[src/rtl/mips16_pkg.sv]
// Shared encodings for the mips16 multicycle control path: opcodes, ALUOp,
// FSM states and the datapath mux select codes.
package mips16_pkg;

  // Instruction opcodes (IR[15:12])
  localparam logic [3:0] OP_R    = 4'b0000;
  localparam logic [3:0] OP_ADDI = 4'b0001;
  localparam logic [3:0] OP_ANDI = 4'b0010;
  localparam logic [3:0] OP_ORI  = 4'b0011;
  localparam logic [3:0] OP_SLTI = 4'b0100;
  localparam logic [3:0] OP_LW   = 4'b0101;
  localparam logic [3:0] OP_SW   = 4'b0110;
  localparam logic [3:0] OP_BEQ  = 4'b0111;
  localparam logic [3:0] OP_BNE  = 4'b1000;
  localparam logic [3:0] OP_J    = 4'b1001;
  localparam logic [3:0] OP_JAL  = 4'b1010;
  localparam logic [3:0] OP_LI   = 4'b1011;

  // R-type function code that turns the instruction into jr
  localparam logic [5:0] FUNC_JR = 6'b001000;

  // ALUOp encodings understood by alu_control
  localparam logic [2:0] ALU_ADD   = 3'b000;
  localparam logic [2:0] ALU_SUB   = 3'b001;
  localparam logic [2:0] ALU_AND   = 3'b010;
  localparam logic [2:0] ALU_OR    = 3'b011;
  localparam logic [2:0] ALU_SLT   = 3'b101;
  localparam logic [2:0] ALU_RTYPE = 3'b110;

  // PC source select
  localparam logic [1:0] PC_SRC_ALU    = 2'b00;
  localparam logic [1:0] PC_SRC_ALUOUT = 2'b01;
  localparam logic [1:0] PC_SRC_JUMP   = 2'b10;
  localparam logic [1:0] PC_SRC_RS     = 2'b11;

  // Register file write-address select
  localparam logic [1:0] REG_DST_RT   = 2'b00;
  localparam logic [1:0] REG_DST_RD   = 2'b01;
  localparam logic [1:0] REG_DST_LINK = 2'b10;

  // Register file write-data select
  localparam logic [1:0] M2R_ALUOUT = 2'b00;
  localparam logic [1:0] M2R_MDR    = 2'b01;
  localparam logic [1:0] M2R_PC     = 2'b10;
  localparam logic [1:0] M2R_IMM    = 2'b11;

  // ALU B operand select
  localparam logic [1:0] ALU_B_RT    = 2'b00;
  localparam logic [1:0] ALU_B_TWO   = 2'b01;
  localparam logic [1:0] ALU_B_IMM   = 2'b10;
  localparam logic [1:0] ALU_B_SHIFT = 2'b11;

  // Main control states
  typedef enum logic [3:0] {
    FETCH    = 4'd0,
    DECODE   = 4'd1,
    EXEC_R   = 4'd2,
    R_WB     = 4'd3,
    EXEC_I   = 4'd4,
    I_WB     = 4'd5,
    MEM_ADDR = 4'd6,
    MEM_RD   = 4'd7,
    LW_WB    = 4'd8,
    MEM_WR   = 4'd9,
    BRANCH   = 4'd10,
    JUMP     = 4'd11,
    JR       = 4'd12,
    LI_WB    = 4'd13,
    TRAP     = 4'd14
  } state_t;

  // ALU operation for the immediate-format arithmetic/logic instructions
  function automatic logic [2:0] imm_alu_op(input logic [3:0] op);
    case (op)
      OP_ANDI: return ALU_AND;
      OP_ORI:  return ALU_OR;
      OP_SLTI: return ALU_SLT;
      default: return ALU_ADD;
    endcase
  endfunction

endpackage

[src/rtl/mips16_mem_wait.sv]
// Memory wait-state counter. Counts consecutive cycles an access is held
// without mem_ready and flags a timeout; TIMEOUT=0 disables the check.
module mips16_mem_wait #(
  parameter int unsigned TIMEOUT = 0
) (
  input  logic clk,
  input  logic rst_n,
  input  logic req,
  input  logic ready,
  output logic timeout
);

  localparam int unsigned CW     = (TIMEOUT > 0) ? $clog2(TIMEOUT + 1) : 1;
  localparam int unsigned LAST_I = (TIMEOUT > 0) ? TIMEOUT - 1 : 0;
  localparam logic [CW-1:0] LAST = LAST_I[CW-1:0];

  logic [CW-1:0] count;

  // Count wait cycles; any cycle without a pending wait restarts the count
  always_ff @(posedge clk or negedge rst_n) begin
    if (!rst_n) begin
      count <= '0;
    end else if (!req || ready) begin
      count <= '0;
    end else if (count != LAST) begin
      count <= count + CW'(1);
    end
  end

  // Fires in the wait cycle that brings the count to TIMEOUT
  assign timeout = (TIMEOUT > 0) && req && !ready && (count == LAST);

endmodule

[src/rtl/mips16_multicycle_ctrl.sv]
// Multicycle main control FSM for the mips16 core: sequences fetch, decode,
// execute, memory and writeback and drives all datapath selects/enables.
module mips16_multicycle_ctrl
  import mips16_pkg::*;
#(
  parameter logic [2:0]  REG_LINK    = 3'd7,
  parameter int unsigned MEM_TIMEOUT = 0
) (
  input  logic       clk,
  input  logic       rst_n,
  input  logic [3:0] opcode,
  input  logic [5:0] func,
  input  logic       mem_ready,
  output logic       pc_write,
  output logic       pc_write_cond,
  output logic       branch_ne,
  output logic [1:0] pc_src,
  output logic       ir_write,
  output logic       mem_req,
  output logic       mem_we,
  output logic       i_or_d,
  output logic       reg_write,
  output logic [1:0] reg_dst,
  output logic [1:0] mem_to_reg,
  output logic       alu_src_a,
  output logic [1:0] alu_src_b,
  output logic [2:0] alu_op,
  output logic       illegal_instr,
  output logic       mem_err,
  output logic [3:0] state_o
);

  state_t state, state_next;
  logic   illegal_reg, mem_err_reg;
  logic   access, wait_timeout;

  // The link register index is applied by the datapath's write-address mux
  // when reg_dst selects REG_LINK; kept here so both share one parameter set.
  logic unused_reg_link;
  assign unused_reg_link = ^REG_LINK;

  // States that hold the memory port; derived from state alone
  assign access = (state == FETCH) || (state == MEM_RD) || (state == MEM_WR);

  mips16_mem_wait #(
    .TIMEOUT(MEM_TIMEOUT)
  ) u_mem_wait (
    .clk    (clk),
    .rst_n  (rst_n),
    .req    (access),
    .ready  (mem_ready),
    .timeout(wait_timeout)
  );

  // State register and sticky fault flags
  always_ff @(posedge clk or negedge rst_n) begin
    if (!rst_n) begin
      state       <= FETCH;
      illegal_reg <= 1'b0;
      mem_err_reg <= 1'b0;
    end else begin
      state <= state_next;
      if (state == DECODE && state_next == TRAP) illegal_reg <= 1'b1;
      if (wait_timeout) mem_err_reg <= 1'b1;
    end
  end

  // Next-state and output decode; outputs forced low while reset is held
  always_comb begin
    state_next    = state;
    pc_write      = 1'b0;
    pc_write_cond = 1'b0;
    branch_ne     = 1'b0;
    pc_src        = PC_SRC_ALU;
    ir_write      = 1'b0;
    mem_req       = 1'b0;
    mem_we        = 1'b0;
    i_or_d        = 1'b0;
    reg_write     = 1'b0;
    reg_dst       = REG_DST_RT;
    mem_to_reg    = M2R_ALUOUT;
    alu_src_a     = 1'b0;
    alu_src_b     = ALU_B_RT;
    alu_op        = ALU_ADD;

    case (state)
      FETCH: begin
        if (wait_timeout)   state_next = TRAP;
        else if (mem_ready) state_next = DECODE;
      end
      DECODE: begin
        case (opcode)
          OP_R:                            state_next = (func == FUNC_JR) ? JR : EXEC_R;
          OP_ADDI, OP_ANDI, OP_ORI, OP_SLTI: state_next = EXEC_I;
          OP_LW, OP_SW:                    state_next = MEM_ADDR;
          OP_BEQ, OP_BNE:                  state_next = BRANCH;
          OP_J, OP_JAL:                    state_next = JUMP;
          OP_LI:                           state_next = LI_WB;
          default:                         state_next = TRAP;
        endcase
      end
      EXEC_R:   state_next = R_WB;
      EXEC_I:   state_next = I_WB;
      MEM_ADDR: state_next = (opcode == OP_SW) ? MEM_WR : MEM_RD;
      MEM_RD: begin
        if (wait_timeout)   state_next = TRAP;
        else if (mem_ready) state_next = LW_WB;
      end
      MEM_WR: begin
        if (wait_timeout)   state_next = TRAP;
        else if (mem_ready) state_next = FETCH;
      end
      R_WB, I_WB, LW_WB, BRANCH, JUMP, JR, LI_WB: state_next = FETCH;
      TRAP:     state_next = TRAP;
      default:  state_next = FETCH;
    endcase

    if (rst_n) begin
      case (state)
        FETCH: begin
          mem_req   = 1'b1;
          alu_src_b = ALU_B_TWO;
          // IR load and PC+2 commit only in the cycle memory delivers
          ir_write  = mem_ready;
          pc_write  = mem_ready;
        end
        DECODE: begin
          // Branch target precomputed into ALUOut
          alu_src_b = ALU_B_SHIFT;
        end
        EXEC_R: begin
          alu_src_a = 1'b1;
          alu_src_b = ALU_B_RT;
          alu_op    = ALU_RTYPE;
        end
        R_WB: begin
          reg_write = 1'b1;
          reg_dst   = REG_DST_RD;
        end
        EXEC_I: begin
          alu_src_a = 1'b1;
          alu_src_b = ALU_B_IMM;
          alu_op    = imm_alu_op(opcode);
        end
        I_WB: begin
          reg_write = 1'b1;
        end
        MEM_ADDR: begin
          alu_src_a = 1'b1;
          alu_src_b = ALU_B_IMM;
        end
        MEM_RD: begin
          mem_req = 1'b1;
          i_or_d  = 1'b1;
        end
        LW_WB: begin
          reg_write  = 1'b1;
          mem_to_reg = M2R_MDR;
        end
        MEM_WR: begin
          mem_req = 1'b1;
          mem_we  = 1'b1;
          i_or_d  = 1'b1;
        end
        BRANCH: begin
          alu_src_a     = 1'b1;
          alu_src_b     = ALU_B_RT;
          alu_op        = ALU_SUB;
          pc_write_cond = 1'b1;
          pc_src        = PC_SRC_ALUOUT;
          branch_ne     = (opcode == OP_BNE);
        end
        JUMP: begin
          pc_write = 1'b1;
          pc_src   = PC_SRC_JUMP;
          // jal links the old PC+2 in the same cycle the PC is replaced
          if (opcode == OP_JAL) begin
            reg_write  = 1'b1;
            reg_dst    = REG_DST_LINK;
            mem_to_reg = M2R_PC;
          end
        end
        JR: begin
          pc_write = 1'b1;
          pc_src   = PC_SRC_RS;
        end
        LI_WB: begin
          reg_write  = 1'b1;
          mem_to_reg = M2R_IMM;
        end
        default: ;
      endcase
    end
  end

  assign illegal_instr = illegal_reg;
  assign mem_err       = mem_err_reg;
  assign state_o       = state;

endmodule

[config.mk]
export PLATFORM = sky130hd
export DESIGN_NAME = mips16_multicycle_ctrl
export DESIGN_NICKNAME = d
export VERILOG_FILES = /design/src/rtl/mips16_pkg.sv /design/src/rtl/mips16_mem_wait.sv /design/src/rtl/mips16_multicycle_ctrl.sv
export SDC_FILE = /design/constraint.sdc
export NUM_CORES = 1
export LEC_CHECK = 0
export CAP_MARGIN = 20
export CORE_MARGIN = 2
export CORE_UTILIZATION = 44
export CTS_BUF_LIST = sky130_fd_sc_hd__clkbuf_4
export DETAILED_ROUTE_END_ITERATION = 6
export GPL_TIMING_DRIVEN = 1
export PLACE_DENSITY = 0.86
export SYNTH_ARGS = -nofsm -noshare
export SYNTH_HDL_FRONTEND = slang
export SYNTH_SLANG_ARGS = --single-unit
[constraint.sdc]
create_clock -name clk -period 3 [get_ports clk]
set_input_delay 0.45 -clock clk [delete_from_list [all_inputs] [get_ports clk]]
set_output_delay 0.45 -clock clk [all_outputs]
set_load 0.01 [all_outputs]
==> reports/qor.csv <==
metric,value,unit
wl_per_cell,13.81,µm
crit_path_end,alu_op[0],
fillers,127,
yosysTopAreaCell,dfrtp_1,
criticalPathCategory,in -> out,
startpoint,opcode[1],
rr_worst_depth,6,
dp.cells,168,
holdCritStartpoint,illegal_instr$_DFFE_PN0P_,
layoutNonFillerInstCount,172,
area_growth,57.69,%
track_usage,0.2459,
design_area,1194,µm²
seq_power_share,0.142,
synth_edf_count,0,
firstDrtPassIters,4,
rsz0062_at_grt,no,
synth_area,757.0,µm²
numClockSinks,5,
setup_tns,0,ps
reg2reg_to,illegal_instr$_DFFE_PN0P_,
grt-ovfl-total,0,
intPower,493.1,µW
clk_pin_slew,50,ps
grt_pass1_vias,909,
slew_viol_final,0,
syn_inst,115,
drt_iter0_markers,29,
synth-main-ff-cell,dfrtp_1,
status,"complete, no violations",
maxCapViolations,0,
cts_resized,0,
cts_buffers,3,
viasPerCell,6.116,
cp_max_fo,7,
crit_arrival,2300,ps
antenna_found_initial,0,
fin_crit_sh,0.9175,
critPathLaunchType,primary input,
netlist_top_cells_count,"16 x nor2_1, 11 x nand2_1, 10 x a21oi_1",
dpl_cell_area,1164,µm²
power_frac_clock,0.094,
place_congestion,0.8910,
synth_area_per_cell,6.582,µm²
ant_nets,0,
synth_seq_cells,5,
rows,14,
crit_slowest_cell,clkdlybuf4s50_1,
drive_gt1_frac,0.1346,
worstSetupEndpointType,output pin,
timing.rr.start,state_o[2]$_DFF_PN0_,
finClkSkew,2.522,ps
nNetsFinal,170,
yosysWarningCount,0,
setup-violations-final,0,
synth_top_cell_area_share,0.1653,
critPathMostFrequentCell,clkdlybuf4s50_1,
cts.root.buffer_cell,clkbuf_4,
cts_hold_buffers,0,
num_vias,1052,
path_cells,"clkdlybuf4s50_1, buf_4, nor2_1, nand2_1, o21ai_0, o2bb2ai_1, and2_1, clkdlybuf4s50_1",
synth_nets,128,
power_density,780.6,nW/µm²
diodes,0,
fin_crit,2752,ps
cts_tree,done,
routed_wl,2.376,mm
clock_latency,240,ps
synthArstFlopShare,1.000,
pin_count,39,
hpwl,1.850,mm
synth_most_common_cell,nor2_1,
critical-path-max-stage-delay,530,ps
final-seq-area,125.1,µm²
cts.htree.levels,1,
p_leak,0.0004660,µW
die-width,45.48,µm
die_area,2068,µm²
drc_errors,0,
crit_required,2550,ps
cts_max_path_buffers,2,
grt_start_max_net_pins,19,
port_buffers,37,
finalHoldViolCount,0,
coreArea,1559,µm²
ys_seq_area_frac,0.1653,
ys_top_cells_by_area,"dfrtp_1 17%, nor2_1 7.9%, a21oi_1 6.6%",
setup.reg_to_reg.worst_slack,1250,ps
dieHeight,45.48,µm
grt_pass1_wl,3.857,mm
multi_input_area,561.8,µm²
ys_types,39,
p_comb_frac,0.764,
power.switching,438.6,µW
max_freq,363.3,MHz
initial_utilization,0.4856,
p_sw_frac,0.4707,
postCtsSetupRepairBufs,0,
hp-class,reg -> reg,
irDropWorstVdd,0.0004100,V
[per-stage QoR]
stage / utilization / hold WS, ps / worst slack, ps / power (µW)
6_report: 0.7657 / 465.0 / 247.5 / 931.7
5_1_grt: 0.7657 / 482.0 / 165.6 / 1007
4_1_cts: 0.7657 / 466.4 / 261.8 / 926.7
3_5_place_dp: 0.7464 / 455.7 / 276.6 / 833.9
3_3_place_gp: 0.7464 / 452.0 / 314.2 / 821.2
2_1_floorplan: - / 154.4 / 992.9 / 565.8
[cell families (layout without fill, tap and decap cells)]
logic type / Yosys count / count (layout) / share of synthesized area
compound gates: 33 / 33 / 0.2860
flops: 5 / 5 / 0.1653
simple gates: 59 / 59 / 0.4281
other cells: 1 / 1 / 0.004954
buf+inv: 15 / 56 / 0.09255
xor+xnor: 2 / 2 / 0.02314
[worst max-delay path, delay by kind of cell]
family	cells	cell delay (ps)
buffers and inverters	3	1100
and+or+nand+nor	3	520
AOI/OAI and AO/OA	2	220
[power groups by stage]
| stage | Clock (µW) | Sequential, µW | Combinational (µW) |
|---|---|---|---|
| floorplan | 0 | 144 | 422 |
| global placement | 0 | 130 | 691 |
| detailed placement | 0 | 133 | 701 |
| CTS | 89.9 | 131 | 705 |
| global route | 96.6 | 138 | 772 |
| finish | 87.8 | 132 | 712 |
[how the worst min path moves through the flow]
stage / end / cells after the start / slack (ps)
after floorplan: illegal_instr$_DFFE_PN0P_ / 0 / 150
after global placement: illegal_instr$_DFFE_PN0P_ / 1 / 450
after detailed placement: illegal_instr$_DFFE_PN0P_ / 1 / 460
after CTS: illegal_instr$_DFFE_PN0P_ / 1 / 470
after global routing: illegal_instr$_DFFE_PN0P_ / 1 / 480
final: illegal_instr$_DFFE_PN0P_ / 1 / 470
[per-layer routing]
metal / wire (µm) / track usage
met4: 34 / 0.09412
met1: 934 / 0.3034
met3: 188 / 0.03571
met5: 0 / 0
met2: 1219 / 0.4254
[area by class of cell]
class | count | share of cell area
Timing Repair Buffer | 45 | 0.3606
Multi-Input combinational cell | 95 | 0.4707
Inverter | 7 | 0.02201
Sequential cell | 5 | 0.1048
Clock buffer | 4 | 0.02516
Tap cell | 16 | 0.01677
[placed cells by master, fill, tap and decap left out, types with 2 or more instances in the layout]
| cell type | Yosys | routed |
|---|---|---|
| clkdlybuf4s50_1 | 0 | 37 |
| nor2_1 | 16 | 16 |
| nand2_1 | 11 | 11 |
| a21oi_1 | 10 | 10 |
| nand2b_1 | 8 | 8 |
| buf_4 | 1 | 8 |
| inv_1 | 6 | 6 |
| o21ai_0 | 6 | 6 |
| nor3_1 | 5 | 5 |
| dfrtp_1 | 5 | 5 |
| a211oi_1 | 4 | 4 |
| clkbuf_4 | 0 | 4 |
| nor4_1 | 3 | 3 |
| a31oi_1 | 3 | 3 |
| or2_2 | 3 | 3 |
| nor2b_1 | 3 | 3 |
| nand3_1 | 2 | 2 |
| o32a_1 | 2 | 2 |
| or4_4 | 2 | 2 |
[sequential cells by signal (all words and copies together), names as in the netlist]
name,cells
state_o,4
illegal_instr,1
Power figures use the tool's default switching activity.
